--- src/rtl/fetch_pkg.sv ---
// Shared RV32I pipeline definitions: the IF/ID record and constants that are
// common to fetch, decode and the hazard unit.
package rv_pkg;

    localparam int XLEN = 32;

    localparam logic [XLEN-1:0] NOP_INSTR        = 32'h0000_0013;
    localparam logic [XLEN-1:0] RESET_PC_DEFAULT = 32'h0000_0000;

    typedef struct packed {
        logic [XLEN-1:0] pc;
        logic [XLEN-1:0] pc_plus4;
        logic [XLEN-1:0] ins;
        logic            valid;
    } if_id_t;

    // A bubble decodes as addi x0,x0,0, so it never writes architectural state.
    localparam if_id_t IF_ID_BUBBLE = '{
        pc:       32'h0000_0000,
        pc_plus4: 32'h0000_0000,
        ins:      NOP_INSTR,
        valid:    1'b0
    };

    function automatic logic [XLEN-1:0] word_align(input logic [XLEN-1:0] addr);
        return {addr[XLEN-1:2], 2'b00};
    endfunction

endpackage

--- src/rtl/fetch_if.sv ---
// Fetch-stage bus: hazard/redirect control in, instruction memory port and
// IF/ID register contents out.
interface fetch_if #(
    parameter int PC_WIDTH   = 32,
    parameter int DATA_WIDTH = 32
);
    logic                  stall;
    logic                  flush;
    logic [PC_WIDTH-1:0]   branch_target;
    logic [DATA_WIDTH-1:0] imem_data;
    logic [PC_WIDTH-1:0]   imem_addr;
    logic [PC_WIDTH-1:0]   pc_out;
    logic [PC_WIDTH-1:0]   pc_plus4_out;
    logic [DATA_WIDTH-1:0] ins_out;
    logic                  valid_out;

    modport master (
        input  stall,
        input  flush,
        input  branch_target,
        input  imem_data,
        output imem_addr,
        output pc_out,
        output pc_plus4_out,
        output ins_out,
        output valid_out
    );

    modport slave (
        output stall,
        output flush,
        output branch_target,
        output imem_data,
        input  imem_addr,
        input  pc_out,
        input  pc_plus4_out,
        input  ins_out,
        input  valid_out
    );
endinterface

--- src/rtl/fetch_if_id_reg.sv ---
// Generic IF/ID pipeline register: load when enabled, bubble on clear or reset.
module if_id_reg
    import rv_pkg::*;
(
    input  logic   clk,
    input  logic   rst,
    input  logic   en,
    input  logic   clr,
    input  if_id_t d,
    output if_id_t q
);

    if_id_t r_q;

    // Pipeline register: reset and clear both inject a bubble; clear beats enable.
    always_ff @(posedge clk) begin
        if (rst) begin
            r_q <= IF_ID_BUBBLE;
        end else if (clr) begin
            r_q <= IF_ID_BUBBLE;
        end else if (en) begin
            r_q <= d;
        end else begin
            r_q <= r_q;
        end
    end

    assign q = r_q;

endmodule

--- src/rtl/fetch.sv ---
// Instruction-fetch stage: program counter, next-PC selection and the IF/ID
// register feeding decode.
module fetch
    import rv_pkg::*;
#(
    parameter int                  DATA_WIDTH = 32,
    parameter int                  PC_WIDTH   = 32,
    parameter logic [PC_WIDTH-1:0] RESET_PC   = RESET_PC_DEFAULT
) (
    input  logic     clk,
    input  logic     rst,
    fetch_if.master  bus
);

    localparam logic [PC_WIDTH-1:0] PC_STEP = PC_WIDTH'(4);

    logic [PC_WIDTH-1:0] r_pc;
    logic [PC_WIDTH-1:0] w_pc_plus4;
    logic [PC_WIDTH-1:0] w_pc_next;
    logic [PC_WIDTH-1:0] w_target_aligned;
    if_id_t              w_if_id_d;
    if_id_t              w_if_id_q;

    // Wraps modulo 2^PC_WIDTH by construction.
    assign w_pc_plus4       = r_pc + PC_STEP;
    assign w_target_aligned = {bus.branch_target[PC_WIDTH-1:2], 2'b00};

    // Next-PC selection: redirect beats stall, otherwise step to the next word.
    always_comb begin
        w_pc_next = r_pc;
        if (bus.flush) begin
            w_pc_next = w_target_aligned;
        end else if (bus.stall) begin
            w_pc_next = r_pc;
        end else begin
            w_pc_next = w_pc_plus4;
        end
    end

    // Program counter register.
    always_ff @(posedge clk) begin
        if (rst) begin
            r_pc <= RESET_PC;
        end else begin
            r_pc <= w_pc_next;
        end
    end

    // Candidate IF/ID contents for the instruction currently being fetched.
    always_comb begin
        w_if_id_d          = IF_ID_BUBBLE;
        w_if_id_d.pc       = XLEN'(r_pc);
        w_if_id_d.pc_plus4 = XLEN'(w_pc_plus4);
        w_if_id_d.ins      = XLEN'(bus.imem_data);
        w_if_id_d.valid    = 1'b1;
    end

    if_id_reg u_if_id_reg (
        .clk (clk),
        .rst (rst),
        .en  (~bus.stall),
        .clr (bus.flush),
        .d   (w_if_id_d),
        .q   (w_if_id_q)
    );

    assign bus.imem_addr    = r_pc;
    assign bus.pc_out       = PC_WIDTH'(w_if_id_q.pc);
    assign bus.pc_plus4_out = PC_WIDTH'(w_if_id_q.pc_plus4);
    assign bus.ins_out      = DATA_WIDTH'(w_if_id_q.ins);
    assign bus.valid_out    = w_if_id_q.valid;

endmodule

--- src/flat_wrapper.sv ---
// flat-port wrapper written by rule: the top's interface ports become plain ports
module fetch_flat import rv_pkg::*;
#(
    parameter int                  DATA_WIDTH = 32,
    parameter int                  PC_WIDTH   = 32,
    parameter logic [PC_WIDTH-1:0] RESET_PC   = RESET_PC_DEFAULT
)
  (clk, rst, bus_stall, bus_flush, bus_branch_target, bus_imem_data, bus_imem_addr, bus_pc_out, bus_pc_plus4_out, bus_ins_out, bus_valid_out);
  fetch_if #(.PC_WIDTH(PC_WIDTH), .DATA_WIDTH(DATA_WIDTH)) bus_i ();
  input  logic clk;
  input  logic rst;
  input wire logic [$bits(bus_i.stall)-1:0] bus_stall;
  input wire logic [$bits(bus_i.flush)-1:0] bus_flush;
  input wire logic [$bits(bus_i.branch_target)-1:0] bus_branch_target;
  input wire logic [$bits(bus_i.imem_data)-1:0] bus_imem_data;
  output wire logic [$bits(bus_i.imem_addr)-1:0] bus_imem_addr;
  output wire logic [$bits(bus_i.pc_out)-1:0] bus_pc_out;
  output wire logic [$bits(bus_i.pc_plus4_out)-1:0] bus_pc_plus4_out;
  output wire logic [$bits(bus_i.ins_out)-1:0] bus_ins_out;
  output wire logic [$bits(bus_i.valid_out)-1:0] bus_valid_out;
  assign bus_i.stall = bus_stall;
  assign bus_i.flush = bus_flush;
  assign bus_i.branch_target = bus_branch_target;
  assign bus_i.imem_data = bus_imem_data;
  assign bus_imem_addr = bus_i.imem_addr;
  assign bus_pc_out = bus_i.pc_out;
  assign bus_pc_plus4_out = bus_i.pc_plus4_out;
  assign bus_ins_out = bus_i.ins_out;
  assign bus_valid_out = bus_i.valid_out;
  fetch #(.DATA_WIDTH(DATA_WIDTH), .PC_WIDTH(PC_WIDTH), .RESET_PC(RESET_PC)) u_core (.clk(clk), .rst(rst), .bus(bus_i));
endmodule
--- config.mk ---
export PLATFORM = sky130hd
export DESIGN_NAME = fetch_flat
export DESIGN_NICKNAME = d
export VERILOG_FILES = /design/src/rtl/fetch_pkg.sv /design/src/rtl/fetch_if.sv /design/src/rtl/fetch_if_id_reg.sv /design/src/rtl/fetch.sv /design/src/flat_wrapper.sv
export SDC_FILE = /design/constraint.sdc
export NUM_CORES = 1
export LEC_CHECK = 0
export ABC_AREA = 1
export ABC_CLOCK_PERIOD_IN_PS = 1320
export BUFFER_PORTS_ARGS = -buffer_cell sky130_fd_sc_hd__buf_2
export CORE_MARGIN = 8
export CORE_UTILIZATION = 25
export CTS_BUF_LIST = sky130_fd_sc_hd__clkbuf_4
export DETAILED_ROUTE_END_ITERATION = 10
export PLACE_DENSITY = 0.6
export SETUP_SLACK_MARGIN = 0.05
export SYNTH_ARGS = -nofsm -noshare
export SYNTH_HDL_FRONTEND = slang
export SYNTH_SLANG_ARGS = --single-unit
--- constraint.sdc ---
create_clock -name clk -period 1.32 [get_ports clk]
set_input_delay 0.132 -clock clk [delete_from_list [all_inputs] [get_ports clk]]
set_output_delay 0.132 -clock clk [all_outputs]
set_load 0.005 [all_outputs]
# Yosys cells after proc, flatten, opt, wreduce, memory -nomap -nowiden
# Cells that the tools add are included.
totals:
  regBits: 129
  elab_cells: 11
  input_bits: 68
  out_inout_bits: 129
classes:
  eq_ne: 1
  reduce_logical: 1
  add_sub_neg: 1
  muxes: 2
op_table:
  columns: ["cell", "n"]
  rows:
  - ["32-bit 2-to-1 mux", 2]
  - ["32-bit by 3-bit adder with 32-bit output, second input constant", 1]
  - ["2-bit by 1-bit inequality test with 1-bit output, second input constant", 1]
  - ["2-bit OR reduction", 1]

# Depth between registers and ports, before layout
depth:
  ltp_word: 3
  depth_mapped: 9

# Hierarchy
# From an unflattened synthesis, not the netlist that was laid out.
hier_totals:
  cells_unflattened: 972
  area_unflattened_um2: 6217.2
by_module_without_submodules:
  columns: ["module", "cells_per_inst", "n_inst", "area_per_inst_um2", "seq_area_each_um2"]
  rows:
  - ["if_id_reg", 609, 1, 3937.5, 1941.9]
  - ["fetch", 363, 1, 2279.7, 600.6]

# Least setup slack after synthesis
# Ideal clock, no wire load.
synth_path:
  path_kind: "reg2reg"
  startpoint: "register u_core.r_pc[3] (netlist: u_core.bus.imem_addr[3])"
  endpoint: "register u_core.r_pc[22] (netlist: u_core.bus.imem_addr[22])"
  path_slack_ns: -0.045
  setup_time_ns: 0.115
  t_arrival_ns: 1.250
  n_path_buf: 0
  path_stages_with_launch: 9
  path_cell_list: "dfxtp_1 -> ha_1 -> nand3_2 -> inv_1 -> nand2_2 -> nor2_4 -> nand3_1 -> nand3_1 -> nand2_1"
synth_between:
  elab_chain_len: 3
synth_rtl:
  columns: ["item", "line_no", "source"]
  rows:
  - ["from (decl)", "fetch.sv:17", "logic [PC_WIDTH-1:0] r_pc;"]
  - ["from (signal assigned)", "fetch.sv:45", "r_pc <= w_pc_next;"]
  - ["32-bit by 3-bit adder with 32-bit output", "fetch.sv:25", "assign w_pc_plus4 = r_pc + PC_STEP;"]
  - ["32-bit 2-to-1 mux", "fetch.sv:33", "end else if (bus.stall) begin"]
  - ["32-bit 2-to-1 mux", "fetch.sv:31", "if (bus.flush) begin"]
# Every way passes these cells. The select of a mux whose other input is x is not followed.
# A chain may end at the register's enable or synchronous reset.

# Final worst setup path
layout_path:
  startpoint: "register u_core.r_pc[3] (netlist: u_core.bus.imem_addr[3])"
  endpoint: "register u_core.u_if_id_reg.r_q, in the netlist u_core.u_if_id_reg.q[50]"
layout_between:
  elab_chain_len: 1
layout_rtl:
  columns: ["item", "line_no", "source"]
  rows:
  - ["32-bit by 3-bit adder with 32-bit output", "fetch.sv:25", null]
  - ["to (signal assigned)", "fetch_if_id_reg.sv:24", "r_q <= r_q;"]
  - ["to (decl)", "fetch_if_id_reg.sv:13", "if_id_t r_q;"]
# Every way passes these cells.

==> metrics.md <==
| Metric | Value |
|---|---|
| Worst setup SP type | `register` |
| Area of the die | `26800 sq um` |
| Layout cells sized above 1 | `0.370` |
| Power Density | `923 nW/um^2` |
| DR iter-0 viols | `307` |
| Yosys warnings | `0` |
| I/O pins | `197` |
| Clk Latency, worst-skew pair | `530 ps` |
| Seq/Total Area, Yosys | `0.452` |
| Final Max Tran Viols | `0` |
| Setup TNS | `-118 ps` |
| Slowest Stage Delay on Critical Path | `390 ps` |
| 1st-pass router iterations | `5` |
| Layout net count | `1108` |
| Fin Clk Skew | `20.6 ps` |
| WL per Instance | `15.3 um` |
| Mapped Area | `5450 sq um` |
| Synth Register Bits | `123` |
| Post-synth EDFFs | `0` |
| # rows | `54` |
| Chip height | `164 um` |
| Initial antenna violation count | `2` |
| RSZ-0062 raised after global routing | `yes` |
| Top-count cell post-synth | `nand2_1` |
| CP Cell Sequence | `buf_6 > nand2_4 > nor2_8 > nand2_8 > nor2_4 > a21oi_1 > o21ai_1 > nand2_1` |
| CTS tree | `built` |
| Ys async rst share | `0` |
| GRT overflow | `0` |
| Failing checks | `setup timing` |
| Post-route cell area | `8380 sq um` |
| Clk buf depth | `2` |
| Port bufs | `188` |
| Max stage delay cell, worst path | `dfxtp_4` |
| Starting Density | `0.252` |
| Vias | `5885` |
| Post-route ant nets | `0` |
| Clock sinks | `123` |
| Final hold violations | `0` |
| Fin crit share | `1.02` |
| Largest cells by area after synthesis | `dfxtp_1 (45%), nand2_1 (18%), o21ai_0 (6.0%), buf_4 (5.4%), a21oi_1 (5.2%)` |
| Crit path kind | `register to register` |
| Chip Width | `164 um` |
| Synth unique cells | `32` |
| Pwr Total | `7740 uW` |
| Crit end category | `register` |
| Share of the synthesized area in the top cell type | `0.452` |
| Top_reg_cell synth | `dfxtp_1` |
| VDD IR max | `0.456 mV` |
| Routed WL | `20400 um` |
| Setup violators final | `14` |
| Yosys top cell by area | `dfxtp_1` |
| H-tree depth | `4` |
| Synth Instances | `753` |
| Worst Setup Slack, final | `-24.6 ps` |
| Core area | `21600 sq um` |
| Clk root buf | `clkbuf_4` |
| Outcome | `finished, violations left` |
| Drt drc | `0` |
| Vias in the first global route | `6111` |
| Mean area per synthesized cell | `7.24 sq um` |
| Max Fclk | `744 MHz` |
| Required time of the critical path | `1750 ps` |
| Largest net degree at the start of global routing | `60` |
| Tmin final | `1340 ps` |
| Synthesis-to-layout area growth | `53.7%` |
| Cell leakage power | `0.00411 uW` |
| CTS buffer count | `17` |
| Worst Hold Class | `input port to register` |
| First-pass GRT wire length | `32000 um` |
| Clk slew on worst S/H paths | `110 ps` |
| Commonest cells post-synth | `nand2_1 (260), dfxtp_1 (123), o21ai_0 (65), a21oi_1 (57), nand3_1 (53)` |
| Dpl hpwl | `14600 um` |
| Crit path max fanout | `6` |
| Vias per cell | `4.42` |
| CP arrival | `1770 ps` |
| Gr usage total | `0.152` |
| Max-cap violations | `0` |
| Placer Congestion | `0.796` |
| Placement Cell Area | `6830 sq um` |
[power breakdown]
part           total, uW  switching [uW]  internal, uW
combinational       1230             596           631
sequential          3970             118          3850
clock               2540            1430          1110
[layout by cell type (no fill, tap or decap), types with 5 or more instances in the layout]
cell type      count
conb_1             6
nand2_4            5
clkbuf_4          19
dfxtp_4           16
nor2_2            10
a21oi_1           57
nand3_1           46
nand3_2            9
buf_2            164
buf_6             48
inv_1             43
dlygate4sd3_1     64
nand2_2           14
nor2_4            14
o21ai_0           63
dfxtp_1           93
dfxtp_2           14
nor2_1            18
a22o_1             5
nand2_1          246
o21ai_1            7
clkinv_2           6
buf_4             49
[cell families (layout without fill, tap and decap cells)]
kind of cell,Yosys count,count (layout),synth area share
adder cells (fa/ha/maj),1,1,0.00229
flip-flops,123,123,0.452
XOR/XNOR,2,2,0.00321
other,1,8,0.000688
buffers and inverters,119,410,0.113
AO/OA/AOI/OAI,134,134,0.127
AND/OR/NAND/NOR,373,374,0.302
[area by class of cell]
cell class | instances | area (sq um)
sequential | 123 | 2540
tap | 280 | 350
fill | 2292 | 13200
timing repair buffer | 331 | 2470
clock buffer | 19 | 143
clock inverter | 11 | 105
antenna | 2 | 5.00
multi-input combinational | 517 | 2570
inverter | 49 | 189
[critical path: cells and delay by family, from the launching register on]
family / cells / cell delay (ps)
DFF: 1 / 390
AOI/OAI and AO/OA: 2 / 190
and+or+nand+nor: 5 / 570
buffers and inverters: 1 / 100
[flip-flops by register name (all words and copies together) (netlist names)]
signal                count
u_core.bus.imem_addr     30
u_core.u_if_id_reg.q     93
[timing repair]
action | 4_1_cts | 5_1_grt
gates resized for setup | 100 | 48
setup buffers | 14 | 5
hold buffers | 66 | 0
setup endpoints to repair | 74 | 76
endpoints found under the hold margin | 63 | 0
gates cloned | 1 | 0
pin swaps | 13 | 16
[per-stage QoR]
stage	cells	worst slack, ps	hold slack (ps)	util
2_1_floorplan	758	53.8	245	-
6_report	1332	-24.6	67.8	0.388
5_1_grt	1332	-119	96.2	0.388
3_3_place_gp	1215	-121	334	0.316
3_5_place_dp	1215	-163	345	0.316
4_1_cts	1325	-38.7	10.2	0.378
[worst paths after layout]
path | endpoint | depth (start not counted) | start | slack (ps)
worst max-delay path | u_core.u_if_id_reg.q[50] | 8 | u_core.bus.imem_addr[3] | -20
worst min-delay path | u_core.bus.imem_addr[3] | 5 | bus_stall | 70
worst max register to register | u_core.u_if_id_reg.q[50] | 8 | u_core.bus.imem_addr[3] | -20
worst min register to register | u_core.u_if_id_reg.q[46] | 2 | u_core.u_if_id_reg.q[46] | 460
[routing by layer]
metal | global-route usage | wire, um
met3 | 0.0612 | 1820
met5 | 0 | 0
met2 | 0.249 | 9420
met4 | 0.0388 | 289
met1 | 0.183 | 8900
Note: power is estimated with default switching activity, not from simulation.
